<file path="src/rtl/clk_pll_drp_reconfig.sv">
// clk_pll_drp_reconfig: holds a PLL in reset while read-modify-writing its DRP divider registers.
// Define DRP_TIMEOUT_EN to abort DRDY/lock waits after TIMEOUT cycles with an err pulse.
module clk_pll_drp_reconfig #(
   parameter int         NUM_CH     = 2,
   parameter int         DIV_MAX    = 128,
   parameter logic [6:0] ADDR_BASE  = 7'h08,
   parameter int         RST_CYCLES = 8,
   parameter int         TIMEOUT    = 1024
) (
   input  logic                clk,
   input  logic                reset,
   input  logic                cfg_valid,
   output logic                cfg_ready,
   input  logic [8*NUM_CH-1:0] cfg_div,
   input  logic [NUM_CH-1:0]   cfg_mask,
   output logic                busy,
   output logic                done,
   output logic                err,
   output logic                locked,
   output logic                pll_rst,
   input  logic                pll_locked,
   output logic                drp_den,
   output logic                drp_dwe,
   output logic [6:0]          drp_daddr,
   output logic [15:0]         drp_di,
   input  logic [15:0]         drp_do,
   input  logic                drp_drdy
);
   localparam int CW = NUM_CH > 1 ? $clog2(NUM_CH) : 1;
   localparam int NC = 2 ** CW;
   localparam int RW = $clog2(RST_CYCLES + 1);
   localparam logic [8:0] DMAX = 9'(DIV_MAX);

   if (NUM_CH < 1 || NUM_CH > 7 || TIMEOUT < 1 || RST_CYCLES < 1) begin : g_bad_param
      $error("clk_pll_drp_reconfig: illegal parameter value");
   end

   typedef enum logic [3:0] {
      IDLE, RST_HOLD, RD, RD_WAIT, WR, WR_WAIT, NEXT, RELEASE, LOCK_WAIT, DONE
   } state_t;

   state_t          state;
   logic [8*NC-1:0] div_r;
   logic [NC-1:0]   mask_r;
   logic [CW-1:0]   ch;
   logic            reg_sel;
   logic [RW-1:0]   cnt;
   logic [15:0]     rd;
   logic [1:0]      sync;
   logic            bad;
   logic [CW:0]     first;
   logic [CW:0]     nxt;
   logic [7:0]      d;
   logic [15:0]     wr_word;
`ifdef DRP_TIMEOUT_EN
   localparam int TW = $clog2(TIMEOUT + 1);
   logic [TW-1:0]   tcnt;
`endif

   // lowest masked channel above 'from'; MSB flags that one was found
   function automatic logic [CW:0] find(input logic [NC-1:0] m, input int from);
      find = '0;
      for (int c = NC - 1; c >= 0; c--)
         if (m[c] && c > from) find = {1'b1, CW'(c)};
   endfunction

   always_comb begin
      bad = 1'b0;
      for (int c = 0; c < NUM_CH; c++)
         if (cfg_mask[c] && (cfg_div[8*c +: 8] == 8'd0 || {1'b0, cfg_div[8*c +: 8]} > DMAX)) bad = 1'b1;
      first = find(NC'(cfg_mask), -1);
      nxt = find(mask_r, int'(ch));
      d = div_r[{ch, 3'b000} +: 8];
      // a count of 64 truncates to 6'd0, which the DRP reads as 64
      wr_word = reg_sel ? (rd & 16'hFF3F) | {8'h00, d[0], d == 8'd1, 6'h00}
                        : (rd & 16'hF000) | {4'h0, 6'(d >> 1), 6'(d - (d >> 1))};
   end

   assign cfg_ready = state == IDLE;
   assign busy = state != IDLE;
   assign locked = sync[1] & ~busy;

   always_ff @(posedge clk) begin
      if (reset) begin
         state <= IDLE;
         div_r <= '0;
         mask_r <= '0;
         ch <= '0;
         reg_sel <= 1'b0;
         cnt <= '0;
         rd <= '0;
         sync <= '0;
         done <= 1'b0;
         err <= 1'b0;
         pll_rst <= 1'b0;
         drp_den <= 1'b0;
         drp_dwe <= 1'b0;
         drp_daddr <= '0;
         drp_di <= '0;
`ifdef DRP_TIMEOUT_EN
         tcnt <= '0;
`endif
      end else begin
         sync <= {sync[0], pll_locked};
         done <= 1'b0;
         err <= 1'b0;
         drp_den <= 1'b0;
         drp_dwe <= 1'b0;
         case (state)
            IDLE: if (cfg_valid) begin
               if (bad) err <= 1'b1;
               else if (!first[CW]) done <= 1'b1;
               else begin
                  div_r <= (8*NC)'(cfg_div);
                  mask_r <= NC'(cfg_mask);
                  ch <= first[CW-1:0];
                  reg_sel <= 1'b0;
                  cnt <= '0;
                  pll_rst <= 1'b1;
                  state <= RST_HOLD;
               end
            end
            RST_HOLD: begin
               cnt <= cnt + 1'b1;
               if (cnt == RW'(RST_CYCLES - 1)) state <= RD;
            end
            RD: begin
               drp_den <= 1'b1;
               drp_daddr <= ADDR_BASE + 7'({ch, reg_sel});
               state <= RD_WAIT;
            end
            RD_WAIT: if (drp_drdy) begin
               rd <= drp_do;
               state <= WR;
            end
            WR: begin
               drp_den <= 1'b1;
               drp_dwe <= 1'b1;
               drp_di <= wr_word;
               state <= WR_WAIT;
            end
            WR_WAIT: if (drp_drdy) state <= NEXT;
            NEXT: begin
               if (!reg_sel) begin
                  reg_sel <= 1'b1;
                  state <= RD;
               end else if (nxt[CW]) begin
                  ch <= nxt[CW-1:0];
                  reg_sel <= 1'b0;
                  state <= RD;
               end else begin
                  pll_rst <= 1'b0;
                  state <= RELEASE;
               end
            end
            RELEASE: state <= LOCK_WAIT;
            LOCK_WAIT: if (sync[1]) begin
               done <= 1'b1;
               state <= DONE;
            end
            default: state <= IDLE;
         endcase
`ifdef DRP_TIMEOUT_EN
         tcnt <= (state == RD || state == WR || state == RELEASE) ? '0 : tcnt + 1'b1;
         if (tcnt == TW'(TIMEOUT - 1) &&
             (((state == RD_WAIT || state == WR_WAIT) && !drp_drdy) || (state == LOCK_WAIT && !sync[1]))) begin
            err <= 1'b1;
            pll_rst <= 1'b0;
            state <= IDLE;
         end
`endif
      end
   end
endmodule
</file>
<file path="config.mk">
export PLATFORM = sky130hd
export DESIGN_NAME = clk_pll_drp_reconfig
export DESIGN_NICKNAME = d
export VERILOG_FILES = /design/src/rtl/clk_pll_drp_reconfig.sv
export SDC_FILE = /design/constraint.sdc
export NUM_CORES = 1
export LEC_CHECK = 0
export BUFFER_PORTS_ARGS = -buffer_cell sky130_fd_sc_hd__buf_2
export CAP_MARGIN = 20
export CORE_MARGIN = 5
export CORE_UTILIZATION = 55
export CTS_BUF_LIST = sky130_fd_sc_hd__clkbuf_8
export DETAILED_ROUTE_END_ITERATION = 12
export GPL_TIMING_DRIVEN = 1
export PLACE_DENSITY = 0.81
export SLEW_MARGIN = 30
export SYNTH_ARGS = -nofsm -noshare
export SYNTH_HDL_FRONTEND = slang
export SYNTH_SLANG_ARGS = --single-unit
export TNS_END_PERCENT = 5
</file>
<file path="constraint.sdc">
create_clock -name clk -period 3.58 [get_ports clk]
set_clock_uncertainty 0.15 [all_clocks]
set_input_delay 0.537 -clock clk [delete_from_list [all_inputs] [get_ports clk]]
set_output_delay 0.537 -clock clk [all_outputs]
set_load 0.01 [all_outputs]
</file>
# Yosys cells after proc, flatten, opt, wreduce, memory -nomap -nowiden
# Cells that the tools add are included.
# totals
out_inout_bits,31
n_memories,0
reg_bits,74
elab_cells,115
in_bits,39
mem_bits_rw,0
latch_bits,0
rom_bits,0
# classes
n_mux,46
multipliers,0
reduce_logical,20
n_lt_le_gt_ge,3
n_div,0
bitwise_logic,7
n_addsub,3
eq_ne,20
shift,1
# ops
op,n
$mux 4,10
$pmux 4 s9,1
$mux 1,24
$eq 4x3->1 const B,5
$ne 2x2->1 const B,10
$gt 8x8->1 const B,2
$logic_not 8->1,2
$mux 16,1
$or 16x12->16,1
$or 16x8->16,1
$shiftx 16x5->8,1
$reduce_and 4->1,3
$reduce_and 6->1,2
$eq 4x2->1 const B,2
$eq 8x1->1 const B,1
$pmux 1 s2,4
$pmux 4 s2,1
$reduce_and 7->1,1
$mux 2,3
$mux 3,2
$sub 6x6->6,1
$add 4x2->5 const A,1
$add 4x1->4 const B,1
$eq 4x1->1 const B,1
12 further kinds,19

# Logic depth before layout (Yosys ltp)
# Gate-level depths: netlist of run 1.
# logic_depth
ltp_word,8
ltp_mapped,10
mapped_depth_nobuf,9

# Worst setup path after synthesis of run 1
# OpenSTA, ideal clock, no wires.
# synth_path
kind,register to register
start,reg ch
end,reg drp_di[3]
n_path_buf,1
synth_period_minus_slack_ps,2742
slack_ps,838
t_arrival_ps,2473
setup_ps,119
required_ps,3311
stages_incl_launch_ff,10
path_cell_list,dfxtp_1 clkbuf_1 mux2i_1 inv_1 ha_1 nor2b_1 o21bai_1 or3b_2 and3_1 o221a_2
# synth_via
elab_chain_len,4
# synth_rtl
item,line,text
from (decl),45,logic [CW-1:0] ch;
from (signal assigned),116,ch <= first[CW-1:0];
from (signal assigned),148,ch <= nxt[CW-1:0];
$shiftx 16x5->8,73,"d = div_r[{ch, 3'b000} +: 8];"
$sub 6x6->6,76,": (rd & 16'hF000) | {4'h0, 6'(d >> 1), 6'(d - (d >> 1))};"
$or 16x12->16,76,
$mux 16,75,"wr_word = reg_sel ? (rd & 16'hFF3F) | {8'h00, d[0], d == 8'd1, 6'h00}"
to (signal assigned),139,drp_di <= wr_word;
to (decl),25,"output logic [15:0] drp_di,"
# Every way passes these cells.
# A chain may end at the register's enable or synchronous reset.

# Worst setup path after layout of run 1
# Ends and elaborated chain as after synthesis.

==> results.tsv, run 1 <==
stage	metric	value	unit
status	status	finished, final reports clean	
global_route	initial antenna violation count	0	
worst_setup_path	startpoint type of the worst setup path	flip-flop	
detailed_routing	antenna viol nets, final	0	
clocking	clk sinks	67	
min_path	worst min-delay path startpoint	pll_locked	
global_route	pin count of the biggest net entering global routing	47	
worst_setup_path	critical path class	reg2reg	
synth	flops & latches, synth	67	
synth	Mapped Area	3240	um2
global_route	vias in the first global route	2801	
min_path	Hold Path Class	in2reg	
global_route	GRT Resource Usage Total	21.0	%
clocking	clock-pin slew on the worst setup and hold paths	70	ps
worst_setup_path	Reg2Reg Depth	8	
global_route	GR Overflow Total	0	
layout	nets	493	
clocking	CTS tree	built	
placement	# port buffers	63	
sta	Rel. slew slack	47.2	%
synth	mux share of post-synthesis cell area	9.35	%
sta	setup TNS	0	ps
die	die width	86.7	um
detailed_routing	DRC	0	
worst_setup_path	Critical Path AT	2830	ps
detailed_routing	vias per inst	5.56	
detailed_routing	DR vias	2915	
synth	largest family of logic cells by synthesized area	simple AND/OR/NAND/NOR gates	
power	Pwr per Cell Area	432	nW/um2
sta	Final WS setup	840	ps
layout	n_diodes	0	
worst_setup_path	Worst Setup End Kind	flip-flop	
synth	Seq/Total Area, Yosys	41.4	%
clocking	cts repair resizes	0	
clocking	Post-CTS Hold Buffers	0	
sta	Least-Margin Pin Slew	789	ps
die	die area	7520	um2
clocking	Worst-Skew Late Latency	350	ps
worst_setup_path	Critical R2R Launch	ch	
power	total power	1.62	mW
power	Sw Share	24.8	%
sta	Setup Viol. Count Final	0	
synth	simple logic cell fraction of the synthesized area	24.8	%
worst_setup_path	Data required, critical path	3670	ps
synth	asr flop ratio synth	0	%
clocking	CTS Buf Count	9	
power	NetSw	0.404	mW
power	Combinational Power Share	10.7	%
power	leakage power	1.53	nW
power	Internal Power	1.22	mW
clocking	Max Root-Sink Buffers	2	
clocking	CTS root buf	clkbuf_8	
sta	period utilisation layout	76.5	%
global_route	first-pass GRT wire length	12600	um
die	IO Pins	70	
sta	unrepaired setup endpoints after global routing	no	
die	Core Region	5820	um2
worst_setup_path	Critical Path Source	ch	
placement	hpwl dp	5260	um
power	Clock Power Share	41.6	%
die	die height	86.7	um
power	Peak VDD IR	259	uV
synth	Syn. warnings	0	
placement	placed insts	508	
die	Initial Utilization	55.7	%
detailed_routing	Routed WL	7480	um
min_path	Worst Hold Path Cells	2	
sta	achievable frequency	0.365	GHz
synth	top_reg_cell synth	dfxtp_1	
sta	final hold violations	0	
layout	P&R area growth vs syn	16.3	%
clocking	H-Tree Depth	3	
layout	share of layout cells above drive strength 1	20.7	%
die	site row count	28	
layout	final non-filler cell total	524	
sta	fin crit period	2740	ps
synth	Post-Synthesis Cells	391	
flow_run	max cap viols	0	
detailed_routing	initial DRC count	244	
worst_setup_path	peak fanout along the critical path	7	
synth	Post-Synth Adder-Cell Area	4.10	%
detailed_routing	average wire per standard cell	14.3	um
power	Reg power frac	47.7	%
synth	Synth Area in XOR/XNOR	1.62	%
clocking	number of setup buffers added after CTS	0	
placement	routability cong.	0.923	
detailed_routing	DR pass1 iterations	4	
synth	EDFF count, synth	0	
synth	compound-gate portion of the synthesized area	13.0	%
synth	Synth cell types	48	
synth	syn avg cell area	8.28	um2
sta	Max Slew Vio Count	0	
placement	Post-Place Setup Slack	814	ps
[layout make-up]
cell class              count  area, um2
clock buffers               9        124
clock inverters             7       83.8
fillers                   517       2050
inverters                   9       33.8
multi-input cells         289       1730
flip-flops and latches     67       1340
well taps                  75       93.8
repair buffers             68        353
[power groups by stage]
stage | registers, mW | clock network [mW] | logic (mW)
6_report | 0.774 | 0.677 | 0.174
5_1_grt | 0.776 | 0.720 | 0.192
2_1_floorplan | 0.786 | 0 | 0.124
4_1_cts | 0.774 | 0.681 | 0.173
3_3_place_gp | 0.790 | 0 | 0.166
3_5_place_dp | 0.791 | 0 | 0.170
[through the flow]
stage	util (%)	area, um2	hold WS (ps)
6_report	64.7	3760	255
5_1_grt	64.7	3760	252
4_1_cts	64.7	3760	249
3_5_place_dp	61.1	3560	271
3_3_place_gp	61.1	3560	276
2_1_floorplan	-	3250	264
[placed cells by master, fill, tap and decap left out, drive strengths merged, types with 2 or more instances in the layout]
| cell type | instances |
|---|---|
| and3 | 4 |
| o21bai | 2 |
| o21ai | 11 |
| nand3 | 8 |
| nor3 | 9 |
| xor2 | 3 |
| mux2i | 28 |
| or4 | 3 |
| a31oi | 3 |
| mux2 | 2 |
| a211oi | 2 |
| bufinv | 2 |
| ha | 9 |
| nor2b | 5 |
| a32oi | 2 |
| nor2 | 19 |
| nand3b | 2 |
| nand2b | 7 |
| o211ai | 5 |
| inv | 9 |
| xnor2 | 3 |
| nand2 | 100 |
| dfxtp | 67 |
| buf | 68 |
| o311ai | 3 |
| conb | 4 |
| or3 | 3 |
| clkinv | 5 |
| nor4 | 4 |
| clkbuf | 9 |
| a21oi | 34 |
| and2 | 2 |
[critical path, stage by stage (launching register included)]
cell and delay, ps:
dfxtp_1 530, mux2i_1 400, inv_1 140, ha_1 280
nor2b_1 140, o21bai_1 130, or3b_2 450, and3_1 190
o221a_2 230
[worst paths after layout]
check                                  to  slack [ps]
worst max-delay path            drp_di[3]         840
worst min-delay path              sync[0]         260
worst max register to register  drp_di[3]         840
worst min register to register    sync[1]         280
[cell usage after synthesis, drive strengths merged (2+ instances only)]
| master | count | area (um2) |
|---|---|---|
| nand2 | 100 | 375 |
| dfxtp | 67 | 1340 |
| a21oi | 34 | 170 |
| mux2i | 28 | 280 |
| clkbuf | 23 | 86.3 |
| nor2 | 19 | 71.3 |
| o21ai | 11 | 55.1 |
| ha | 9 | 113 |
| nor3 | 9 | 45.0 |
| inv | 8 | 30.0 |
| nand3 | 8 | 40.0 |
| nand2b | 7 | 43.8 |
| buf | 6 | 61.3 |
| nor2b | 5 | 31.3 |
| o211ai | 5 | 37.5 |
| and3 | 4 | 25.0 |
| nor4 | 4 | 58.8 |
| a31oi | 3 | 18.8 |
| o311ai | 3 | 26.3 |
| or3 | 3 | 18.8 |
| or4 | 3 | 26.3 |
| xnor2 | 3 | 26.3 |
| xor2 | 3 | 26.3 |
| a211oi | 2 | 15.0 |
| a32oi | 2 | 17.5 |
| and2 | 2 | 12.5 |
| mux2 | 2 | 22.5 |
| nand3b | 2 | 15.0 |
| o21bai | 2 | 15.0 |
[logic make-up (layout without fill, tap and decap cells)]
group / Yosys count / in the layout
other cells: 1 / 4
buf+inv: 38 / 93
xor+xnor: 6 / 6
mux: 30 / 30
flops: 67 / 67
compound gates: 69 / 69
simple gates: 170 / 170
fa+ha+maj: 10 / 10
[state kept, by name, summed over array words and instances, names as in the netlist, 2 cells and up]
register / flops
cnt: 4
drp_daddr: 3
rd: 14
div_r: 16
state: 4
drp_di: 16
sync: 2
[metal layers]
layer	track usage, %	share of wire, %	wire length, um
met2	37.0	52	3890
met1	24.9	41	3100
met4	9.77	2.0	153
met5	0	0	0
met3	3.33	4.4	332
Note: power is estimated with default switching activity, not from simulation.
==> run 2, diff against run 1 <==
--- a/config.mk
+++ b/config.mk
@@ -8,11 +8,11 @@
 export BUFFER_PORTS_ARGS = -buffer_cell sky130_fd_sc_hd__buf_2
 export CAP_MARGIN = 20
 export CORE_MARGIN = 5
-export CORE_UTILIZATION = 55
+export CORE_UTILIZATION = 51
 export CTS_BUF_LIST = sky130_fd_sc_hd__clkbuf_8
 export DETAILED_ROUTE_END_ITERATION = 12
 export GPL_TIMING_DRIVEN = 1
-export PLACE_DENSITY = 0.81
+export PLACE_DENSITY = 0.79
 export SLEW_MARGIN = 30
 export SYNTH_ARGS = -nofsm -noshare
 export SYNTH_HDL_FRONTEND = slang
==> constraint.sdc (replaced) <==
create_clock -name clk -period 2.33 [get_ports clk]
set_clock_uncertainty 0.15 [all_clocks]
set_input_delay 0.3495 -clock clk [delete_from_list [all_inputs] [get_ports clk]]
set_output_delay 0.3495 -clock clk [all_outputs]
set_load 0.01 [all_outputs]
==> results.tsv, run 2 (synthesized netlist as in run 1, its figures left out) <==
stage	metric	value	unit
worst_setup_path	Data required, critical path	2430	ps
die	die area	8040	um2
worst_setup_path	Critical Path Max Stage Delay	420	ps
power	Pwr per Cell Area	638	nW/um2
global_route	first-pass GRT wire length	12600	um
global_route	vias in the first global route	2798	
worst_setup_path	Critical Path AT	2390	ps
clocking	clk sinks	67	
global_route	GR Overflow Total	0	
worst_setup_path	Worst Setup End Kind	flip-flop	
detailed_routing	vias per inst	5.41	
min_path	Hold Path End	sync[0]	
die	die width	89.7	um
placement	placed insts	533	
die	die height	89.7	um
detailed_routing	DR pass1 iterations	4	
layout	# fillers	505	
layout	Top Registers	div_r x16, drp_di x16, rd x14	
die	Core Region	6280	um2
worst_setup_path	R2R Path End	drp_di[3]	
sta	final hold violations	0	
die	site row count	29	
clocking	Max Root-Sink Buffers	2	
power	leakage power	1.67	nW
sta	Rel. slew slack	60.5	%
global_route	initial antenna violation count	0	
worst_setup_path	critical path cell sequence	mux2_4 -> inv_2 -> ha_4 -> nor2b_4 -> o21bai_1 -> or3b_4 -> and3_4 -> o221a_4	
detailed_routing	initial DRC count	196	
sta	period utilisation layout	98.4	%
detailed_routing	DR vias	2985	
layout	commonest non-fill, non-tap cell in the layout	nand2_1	
clocking	clock-pin slew on the worst setup and hold paths	80	ps
die	Initial Utilization	51.6	%
worst_setup_path	startpoint type of the worst setup path	flip-flop	
worst_setup_path	Reg2Reg Depth	8	
layout	most frequent cells in the layout	100 x nand2_1, 66 x dfxtp_1, 63 x buf_2	
sta	achievable frequency	0.436	GHz
layout	share of layout cells above drive strength 1	27.4	%
worst_setup_path	R2R setup slack	40	ps
clocking	CTS root buf	clkbuf_8	
power	Peak VDD IR	386	uV
global_route	pin count of the biggest net entering global routing	44	
sta	Max Slew Vio Count	0	
min_path	worst min-delay path startpoint	pll_locked	
placement	hpwl dp	5790	um
status	status	finished, final reports clean	
placement	routability cong.	0.867	
layout	n_diodes	0	
global_route	GRT Resource Usage Total	20.3	%
sta	Least-Margin Pin Slew	576	ps
worst_setup_path	crit-path leading delay family	simple AND/OR/NAND/NOR gates	
detailed_routing	Routed WL	8040	um
min_path	Worst Hold Path Cells	2	
clocking	H-Tree Depth	3	
clocking	CTS Buf Count	9	
sta	Hold Slack	53.2	ps
detailed_routing	DRC	0	
sta	Setup Viol. Count Final	0	
sta	unrepaired setup endpoints after global routing	yes	
clocking	CTS tree	built	
detailed_routing	antenna viol nets, final	0	
die	IO Pins	70	
sta	fin crit period	2290	ps
clocking	Worst-Skew Late Latency	350	ps
power	total power	2.59	mW
min_path	Hold Path Class	in2reg	
flow_run	max cap viols	0	
clocking	Post-CTS Hold Buffers	0	
layout	nets	519	
worst_setup_path	WP buf/inv	1	
worst_setup_path	Crit-path slowest cell	dfxtp_4	
detailed_routing	average wire per standard cell	14.6	um
worst_setup_path	Critical R2R Launch	ch	
worst_setup_path	critical path class	reg2reg	
layout	final non-filler cell total	552	
layout	P&R area growth vs syn	25.3	%
placement	# port buffers	63	
worst_setup_path	peak fanout along the critical path	7	
## run 2: changes by cell type in the layout (fill, tap and decap cells not counted), sizes merged
cell,previous run,this run
buf,68,94
clkinvlp,0,2
clkinv,5,3
## run 2: metrics by stage
stage / TNS, ps / area [um2] / util, % / setup slack [ps]
2_1_floorplan: 0 / 3290 / - / 28.0
3_3_place_gp: -2300 / 3770 / 60.1 / -131
3_5_place_dp: -3540 / 3770 / 60.1 / -199
4_1_cts: 0 / 4000 / 63.7 / 10.8
5_1_grt: -135 / 4060 / 64.6 / -74.5
6_report: 0 / 4060 / 64.6 / 37.8
## run 2: layout make-up
class / instances / area (um2) / share of cell area, %
Tap cell: 77 / 96.3 / 2.38
Timing Repair Buffer: 94 / 561 / 13.8
Multi-Input combinational cell: 289 / 1800 / 44.3
Inverter: 9 / 33.8 / 0.833
Clock inverter: 7 / 101 / 2.50
Sequential cell: 67 / 1350 / 33.2
Clock buffer: 9 / 124 / 3.05
## run 2: worst max-delay path by stage
stage / from / to / slack (ps) / depth (start not counted)
after CTS: ch / drp_di[4] / 10 / 9
after floorplan: ch / drp_di[3] / 30 / 9
after global routing: ch / drp_di[5] / -70 / 7
after global placement: cfg_div[3] / ch / -130 / 6
final: ch / drp_di[3] / 40 / 8
after detailed placement: cfg_div[11] / div_r[11] / -200 / 7
## run 2: timing repair
item,CTS,global route
setup buffers,0,3
setup endpoints to repair,2,18
pin swaps,0,1
gates resized for setup,1,6
## run 2: worst register-to-register path: cells and delay by family, from the launching register on
kind | cells | cell delay [ps]
multiplexers | 1 | 330
flip-flops | 1 | 420
AO/OA/AOI/OAI | 2 | 350
AND/OR/NAND/NOR | 3 | 660
adder cells (fa/ha/maj) | 1 | 200
buffers and inverters | 1 | 80
## run 2: report_power, final
part,switching [mW],internal [mW],total [mW]
clock,0.474,0.609,1.08
combinational,0.164,0.153,0.316
sequential,0.0222,1.17,1.19
## run 2: layer usage
metal  global-route usage [%]  share of wire, %  wire length [um]  up-vias
li1                         -                 -                 -     1489
met3                     4.20               5.0               404       17
met4                     8.53               2.0               159        0
met2                     36.0                52              4160       71
met1                     23.7                41              3320     1408
met5                        0                 0                 0        -
